File: config.mk
export PLATFORM = sky130hd
export DESIGN_NAME = fb_write_arbiter
export DESIGN_NICKNAME = d
export VERILOG_FILES = /design/src/rtl/fb_pkg.sv /design/src/rtl/fb_pix_fifo.sv /design/src/rtl/fb_write_arbiter.sv
export SDC_FILE = /design/constraint.sdc
export NUM_CORES = 1
export LEC_CHECK = 0
export CAP_MARGIN = 10
export CORE_ASPECT_RATIO = 0.8
export CORE_MARGIN = 2
export CORE_UTILIZATION = 67
export DETAILED_ROUTE_END_ITERATION = 12
export DONT_BUFFER_PORTS = 1
export GPL_TIMING_DRIVEN = 1
export PLACE_DENSITY = 0.83
export SETUP_SLACK_MARGIN = 0.02
export SYNTH_ARGS = -nofsm -noshare
export SYNTH_HDL_FRONTEND = slang
export SYNTH_SLANG_ARGS = --single-unit
File: constraint.sdc
create_clock -name clk_i -period 8.9 [get_ports clk_i]
set_input_delay 1.335 -clock clk_i [delete_from_list [all_inputs] [get_ports clk_i]]
set_output_delay 1.335 -clock clk_i [all_outputs]
set_load 0.05 [all_outputs]
File: src/rtl/fb_pkg.sv
// fb_pkg: framebuffer geometry and arbiter grant encoding
package fb_pkg;
    localparam int FB_W = 160;
    localparam int FB_H = 240;
    localparam int FB_PIXELS = FB_W * FB_H;
    typedef enum logic [1:0] {GNT_NONE, GNT_RD, GNT_CLR, GNT_WR} gnt_e;
endpackage

File: src/rtl/fb_pix_fifo.sv
// fb_pix_fifo: synchronous pixel FIFO; a push on full is taken only when a pop frees a slot
module fb_pix_fifo #(
    parameter int WIDTH = 23,
    parameter int DEPTH = 4,
    localparam int AW = $clog2(DEPTH)
) (
    input  logic             clk_i,
    input  logic             rst_ni,
    input  logic             push,
    input  logic             pop,
    input  logic             flush,
    input  logic [WIDTH-1:0] din,
    output logic [WIDTH-1:0] dout,
    output logic             full,
    output logic             empty,
    output logic [AW:0]      count
);
    logic [WIDTH-1:0] mem [DEPTH];
    logic [AW:0] wptr, rptr;
    logic wr_ok, rd_ok;
    assign rd_ok = pop && !empty;
    assign wr_ok = push && (!full || rd_ok);
    assign count = wptr - rptr;
    assign full = count == (AW+1)'(DEPTH);
    assign empty = wptr == rptr;
    assign dout = mem[rptr[AW-1:0]];
    always_ff @(posedge clk_i or negedge rst_ni) begin
        if (!rst_ni) begin
            wptr <= '0;
            rptr <= '0;
        end else if (flush) begin
            wptr <= '0;
            rptr <= '0;
        end else begin
            if (wr_ok) wptr <= wptr + (AW+1)'(1);
            if (rd_ok) rptr <= rptr + (AW+1)'(1);
        end
    end
    always_ff @(posedge clk_i) begin
        if (wr_ok && !flush) mem[wptr[AW-1:0]] <= din;
    end
endmodule

File: src/rtl/fb_write_arbiter.sv
// fb_write_arbiter: RD > CLR > WR arbitration of a single-port framebuffer RAM.
// Define FB_CLEAR_EN to build the frame-clear engine.
module fb_write_arbiter #(
    parameter int ADDR_WIDTH = 16,
    parameter int DATA_WIDTH = 7,
    parameter int FIFO_DEPTH = 4,
    parameter int FB_PIXELS = fb_pkg::FB_PIXELS,
    parameter logic [DATA_WIDTH-1:0] CLR_COLOR = '0
) (
    input  logic                  clk_i,
    input  logic                  rst_ni,
    input  logic                  pix_wr_i,
    input  logic [ADDR_WIDTH-1:0] pix_addr_i,
    input  logic [DATA_WIDTH-1:0] pix_data_i,
    input  logic                  rd_req_i,
    input  logic [ADDR_WIDTH-1:0] rd_addr_i,
    output logic [DATA_WIDTH-1:0] rd_data_o,
    output logic                  rd_valid_o,
    output logic                  ovf_o,
    input  logic                  ovf_clr_i,
    input  logic                  clr_start_i,
    output logic                  clr_busy_o,
    output logic                  mem_en_o,
    output logic                  mem_we_o,
    output logic [ADDR_WIDTH-1:0] mem_addr_o,
    output logic [DATA_WIDTH-1:0] mem_wdata_o,
    input  logic [DATA_WIDTH-1:0] mem_rdata_i
);
    import fb_pkg::*;
    localparam int CW = $clog2(FIFO_DEPTH) + 1;
    localparam logic [ADDR_WIDTH-1:0] LAST = ADDR_WIDTH'(FB_PIXELS - 1);
    gnt_e gnt;
    logic clr_busy, flush, pix_ok, full, empty, pop, rd_pend;
    logic [ADDR_WIDTH-1:0] clr_addr, q_addr;
    logic [DATA_WIDTH-1:0] q_data;
    logic [CW-1:0] unused_count;
    assign pix_ok = pix_wr_i && pix_addr_i <= LAST && !clr_busy;
    assign gnt = rd_req_i ? GNT_RD : clr_busy ? GNT_CLR : !empty ? GNT_WR : GNT_NONE;
    assign pop = gnt == GNT_WR;
    assign clr_busy_o = clr_busy;
    assign rd_data_o = mem_rdata_i;

    fb_pix_fifo #(.WIDTH(ADDR_WIDTH + DATA_WIDTH), .DEPTH(FIFO_DEPTH)) u_fifo (
        .clk_i (clk_i),
        .rst_ni(rst_ni),
        .push  (pix_ok),
        .pop   (pop),
        .flush (flush),
        .din   ({pix_addr_i, pix_data_i}),
        .dout  ({q_addr, q_data}),
        .full  (full),
        .empty (empty),
        .count (unused_count)
    );

    always_ff @(posedge clk_i or negedge rst_ni) begin
        if (!rst_ni) begin
            mem_en_o <= 1'b0;
            mem_we_o <= 1'b0;
            mem_addr_o <= '0;
            mem_wdata_o <= '0;
            rd_pend <= 1'b0;
            rd_valid_o <= 1'b0;
            ovf_o <= 1'b0;
        end else begin
            mem_en_o <= gnt != GNT_NONE;
            mem_we_o <= gnt == GNT_CLR || gnt == GNT_WR;
            mem_addr_o <= gnt == GNT_RD ? rd_addr_i : gnt == GNT_CLR ? clr_addr : gnt == GNT_WR ? q_addr : '0;
            mem_wdata_o <= gnt == GNT_CLR ? CLR_COLOR : gnt == GNT_WR ? q_data : '0;
            rd_pend <= gnt == GNT_RD;
            rd_valid_o <= rd_pend;
            // a drop in the same cycle as a clear request wins
            ovf_o <= (pix_ok && full && !pop) || (ovf_o && !ovf_clr_i);
        end
    end

`ifdef FB_CLEAR_EN
    assign flush = clr_start_i && !clr_busy;
    always_ff @(posedge clk_i or negedge rst_ni) begin
        if (!rst_ni) begin
            clr_busy <= 1'b0;
            clr_addr <= '0;
        end else if (flush) begin
            clr_busy <= 1'b1;
            clr_addr <= '0;
        end else if (gnt == GNT_CLR) begin
            clr_busy <= clr_addr != LAST;
            clr_addr <= clr_addr + ADDR_WIDTH'(1);
        end
    end
`else
    logic unused_clr;
    assign unused_clr = clr_start_i;
    assign flush = 1'b0;
    assign clr_busy = 1'b0;
    assign clr_addr = '0;
`endif
endmodule

; ---- Word level (Yosys, flattened, before mapping)
; Memory sizes are Yosys's and may differ from the RTL's.
; Cells that the tools add are included.
[word_totals]
reg_bits = 34
mem_bits_rw = 92
input_bits = 52
out_inout_bits = 35
elab_cells = 42
n_memories = 1
[op_classes]
n_addsub = 3
magnitude_cmp = 1
eq_ne = 5
mux = 9
reduce_logical = 14
[memory_table]
columns = name, depth, word_bits, rd, rd_clocked_by_memory_dff, write_ports, line
row1 = u_fifo.mem, 4, 23, 1, 0, 1, fb_pix_fifo.sv:18  ; logic [WIDTH-1:0] mem [DEPTH];
[op_table]
columns = op, count
row1 = $mux 16, 3
row2 = $le 16x16->1 const B, 1
row3 = $mux 7, 2
row4 = $add 3x1->3 const B, 2
row5 = $logic_and 1x1->1, 6
row6 = $eq 2x2->1 const B, 2
row7 = $logic_not 1->1, 4
row8 = $mux 2, 2
row9 = $eq 3x3->1, 1
row10 = $eq 3x3->1 const B, 1
row11 = $logic_or 1x1->1, 3
row12 = $sub 3x3->3, 1
row13 = $eq 2x1->1 const B, 1
row14 = $mux 1, 2
row15 = $reduce_bool 2->1, 1

; ---- Logic depth before layout (Yosys ltp)
[depth]
depth_word = 9
depth_mapped = 8

; ---- By module
; Synthesis repeated with hierarchy kept, for this count alone.
[unflattened]
hier_cells = 280
area_unflattened_um2 = 4959.8
[by_module_without_submodules]
columns = mod, instances, cells_per_inst, area_per_inst_um2, seq_area_each_um2
row1 = fb_pix_fifo, 1, 174, 3827.4, 2912.8
row2 = fb_write_arbiter, 1, 106, 1132.3, 700.7

; ---- Worst setup path after synthesis
; Ideal clock, no wire load.
[synth_path]
path_type = input to register
start = input port pix_addr_i[14]
end = memory u_fifo.mem[3][0] (enable)
arrival_time_ps = 3283
t_required_ps = 8471
setup_slack_ps = 5188
path_stages = 3
path_cell_list = o21ai_0 -> o211ai_1 -> a2111oi_2
[synth_between]
elab_chain_cells = 5
[synth_rtl]
columns = item, line
row1 = start: declaration, fb_write_arbiter.sv:13  ; input logic [ADDR_WIDTH-1:0] pix_addr_i,
row2 = $le 16x16->1, fb_write_arbiter.sv:37  ; assign pix_ok = pix_wr_i && pix_addr_i <= LAST && !clr_busy;
row3 = $logic_and 1x1->1, fb_write_arbiter.sv:37
row4 = $logic_and 1x1->1, fb_pix_fifo.sv:22  ; assign wr_ok = push && (!full || rd_ok);
row5 = $mux 1, fb_pix_fifo.sv:40  ; if (wr_ok && !flush) mem[wptr[AW-1:0]] <= din;
row6 = $mux 1 (not written as such), fb_pix_fifo.sv:40
row7 = end: declaration, fb_pix_fifo.sv:18
; No other way between the ends.

; ---- Worst setup path in the final report
[layout_path]
start = register u_fifo.rptr[1]
end = memory u_fifo.mem[0][0] (enable)
[layout_between]
elab_chain_cells = 9
word_cells_on_any_way = 13
cone_classes = add/sub: 1 / eq/ne: 3 / mux: 4 / reduce/logical: 5
[layout_rtl]
columns = item, line
row1 = start: declaration, fb_pix_fifo.sv:19  ; logic [AW:0] wptr, rptr;
row2 = start signal: assignment, fb_pix_fifo.sv:36  ; if (rd_ok) rptr <= rptr + (AW+1)'(1);
row3 = $eq 3x3->1, fb_pix_fifo.sv:25  ; assign empty = wptr == rptr;
row4 = $mux 2 (2 in series), fb_write_arbiter.sv:38  ; assign gnt = rd_req_i ? GNT_RD : clr_busy ? GNT_CLR : !empty ? GNT_WR : GNT_NONE;
row5 = $eq 2x2->1, fb_write_arbiter.sv:39  ; assign pop = gnt == GNT_WR;
row6 = $logic_and 1x1->1, fb_pix_fifo.sv:21  ; assign rd_ok = pop && !empty;
row7 = $logic_or 1x1->1 *, fb_pix_fifo.sv:22
row8 = $logic_and 1x1->1 *, fb_pix_fifo.sv:22
row9 = $mux 1 *, fb_pix_fifo.sv:40
row10 = $mux 1 (not written as such) *, fb_pix_fifo.sv:40
; Mark *: on every way between the ends. The rest lies on a longest branch, timed or not.

==> out/qor.csv <==
metric,value,unit
Setup Viol. Count Final,0,
"EDFF count, synth",92,
Synth area leader,edfxtp_1,
Setup Buffers After CTS,0,
CTS sink count,126,
# H-tree levels,4,
IO Pins,87,
status,"complete, no violations",
Iter 0 DRT Violations,235,
largest net degree at the start of global routing,35,
core area,0.00689,mm2
Slew headroom,25.1,%
CP endpoint kind,flip-flop,
Post-synth ARST share,27.0,%
Achievable Freq,269,MHz
vias in the first global route,2321,
Final nets,294,
Period minus WS final,3.72,ns
library cells used by synthesis,27,
top post-synthesis cells by area,"edfxtp_1 58%, dfrtp_1 18%, mux4_2 11%",
period utilization,41.8,%
startpoint types,flip-flop,
r2r worst-path depth,7,
final std cells w/o fill,335,
RSZ-0062 raised after global routing,no,
drt first pass iters,4,
Peak VDD IR,0.000236,V
gpl congestion,0.732,
"Cell Area, Synth",0.00477,mm2
worst slew pin tran,1.12,ns
vias,2140,
max cap viols,0,
"delay-heaviest family, CP",flip-flops,
share of layout cells above drive strength 1,25.8,%
sequential-to-total area share from yosys stat,75.8,%
Synth Warn #,0,
DP Wirelength,4850,um
fillcell total,343,
die area,0.00781,mm2
gr usage total,24.4,%
"CTS clk-pin slew, worst paths",0.06,ns
post-CTS sizing,0,
"setup slack, reg-to-reg",5.18,ns
worst min path class,flip-flop to flip-flop,
"antenna viol nets, final",0,
crit path kind,flip-flop to flip-flop,
routed wire length per instance,25.7,um
top_reg_cell synth,edfxtp_1,
final core utilization,78.3,%
CTS Hold Bufs,0,
CP Cell Sequence,inv_1 > ha_1 > and2b_1 > nor4b_4 > a211oi_2 > and2_1 > buf_4,
CP Launch Point,u_fifo.rptr[1]$_DFFE_PN0P_,
placed insts,303,
cell depth of the worst setup path,7,
critical path arrival,3.92,ns
area share of the largest cell type after synthesis,58.0,%
WP data required,9.10,ns
DP Worst Slack,5.31,ns
"Slew Viols, Final",0,
drt total wl,8620,um
antenna violations before repair,0,
worst r2r src,u_fifo.rptr[1]$_DFFE_PN0P_,
final hold vios,0,
die width,98.3,um
Setup TNS,0,ns
number of synthesized register bits,126,
"Area growth, synth to finish",13.2,%
GR Overflow Total,0,
latest clock arrival within the worst-skew pair,0.52,ns
r2r endpoint,u_fifo.mem[0][0]$_DFFE_PP_,
Via density,6.39,
skew final,0.0205,ns
Clock Root Buffer,clkbuf_8,
crit path max-delay cell type,dfrtp_1,
Max Root-Sink Buffers,2,
final worst setup slack,5.18,ns
starting density of the core,69.2,%
CTS buffer count,17,
crit-path max FO,25,
CP Buf/Inv Count,2,
Syn Nets,290,
# port buffers,0,
crit path capture,u_fifo.mem[0][0]$_DFFE_PP_,
Rows,27,
Worst path max stage delay,1.08,ns
drt drc,0,
Post-Syn Instances,231,
Avg Inst Size Synth,20.6,um2
Die Y,79.4,um
first-pass GRT wire length,13300,um
P_leak,1.93,nW
CTS tree,yes,
power density cells,379,mW/mm2
Ant. Diodes,0,
==> logic make-up (layout without fill, tap and decap cells) <==
logic type	after synthesis	count (layout)	synth area share, %
other	1	1	0.0787
and+or+nand+nor	18	18	2.49
adders and majority gates	7	7	1.84
DFF	126	126	75.8
muxes	24	24	11.2
buffers and inverters	24	41	2.65
xor gates and xnor gates	6	6	1.26
AOI/OAI and AO/OA	25	25	4.67
==> cell usage in the layout, fill, tap and decap left out, types with 4 or more instances in the layout <==
cell type	n
edfxtp_1	92
dfrtp_1	33
mux4_2	23
a22o_1	16
clkbuf_16	16
and2_1	10
ha_1	7
inv_1	5
nand2_1	4
clkinv_4	4
buf_4	4
==> stage by stage <==
stage / instance area (um2) / hold slack (ns) / power (W)
global placement: 4810 / 0.333 / 0.00136
finish: 5400 / 0.351 / 0.00205
floorplan: 4770 / 0.331 / 0.00130
global route: 5400 / 0.372 / 0.00212
detailed placement: 4810 / 0.338 / 0.00137
CTS: 5400 / 0.352 / 0.00206
==> synth_stat cells, types with 2 or more instances <==
cell,count
clkbuf_1,6
buf_2,5
o21ai_0,2
inv_1,5
dfrtp_1,34
a21oi_1,2
xor2_1,3
edfxtp_1,92
mux4_2,23
nand2_1,4
ha_1,7
a22o_1,16
xnor2_1,2
buf_4,8
and2_1,10
==> area by class of cell <==
cell class | instances | area, um2 | share of cell area, %
flip-flops and latches | 126 | 3610 | 67.0
multi-input cells | 81 | 1040 | 19.2
clock buffers | 18 | 418 | 7.74
clock inverters | 14 | 168 | 3.11
well taps | 87 | 109 | 2.02
repair buffers | 4 | 30.0 | 0.556
inverters | 5 | 18.8 | 0.348
==> worst min-delay path by stage <==
stage | startpoint | depth (start not counted) | end | slack (ns)
after CTS | rd_pend$_DFF_PN0_ | 0 | rd_valid_o$_DFF_PN0_ | 0.35
after global placement | rd_pend$_DFF_PN0_ | 0 | rd_valid_o$_DFF_PN0_ | 0.33
final | rd_pend$_DFF_PN0_ | 0 | rd_valid_o$_DFF_PN0_ | 0.35
after detailed placement | rd_pend$_DFF_PN0_ | 0 | rd_valid_o$_DFF_PN0_ | 0.34
after floorplan | rd_pend$_DFF_PN0_ | 0 | rd_valid_o$_DFF_PN0_ | 0.33
after global routing | rd_pend$_DFF_PN0_ | 0 | rd_valid_o$_DFF_PN0_ | 0.37
==> power by group <==
part | total [W] | switching [W] | internal, W
clock network | 0.000679 | 0.000253 | 0.000426
registers | 0.00103 | 0.000281 | 0.000750
logic | 0.000337 | 0.000155 | 0.000182
==> sequential cells by signal, indices dropped and copies added, names as in the netlist <==
| name | count |
|---|---|
| u_fifo.mem | 92 |
| u_fifo.wptr | 3 |
| mem_wdata_o | 7 |
| mem_en_o | 1 |
| mem_we_o | 1 |
| rd_valid_o | 1 |
| rd_pend | 1 |
| u_fifo.rptr | 3 |
| mem_addr_o | 16 |
| ovf_o | 1 |
==> worst register-to-register path, stage by stage (launching register included) <==
cell and delay, ns:
dfrtp_1 1.08, inv_1 0.24, ha_1 0.28, and2b_1 0.34, nor4b_4 0.10, a211oi_2 0.43
and2_1 0.58, buf_4 0.36
==> per-layer routing <==
| layer | GRT usage (%) | part of all wire (%) | up-vias |
|---|---|---|---|
| met1 | 32.1 | 39 | 1100 |
| li1 | - | - | 907 |
| met5 | 0 | 0 | - |
| met3 | 8.32 | 11 | 15 |
| met4 | 12.1 | 1.4 | 0 |
| met2 | 37.4 | 49 | 118 |
Note: power is estimated with default switching activity, not from simulation.
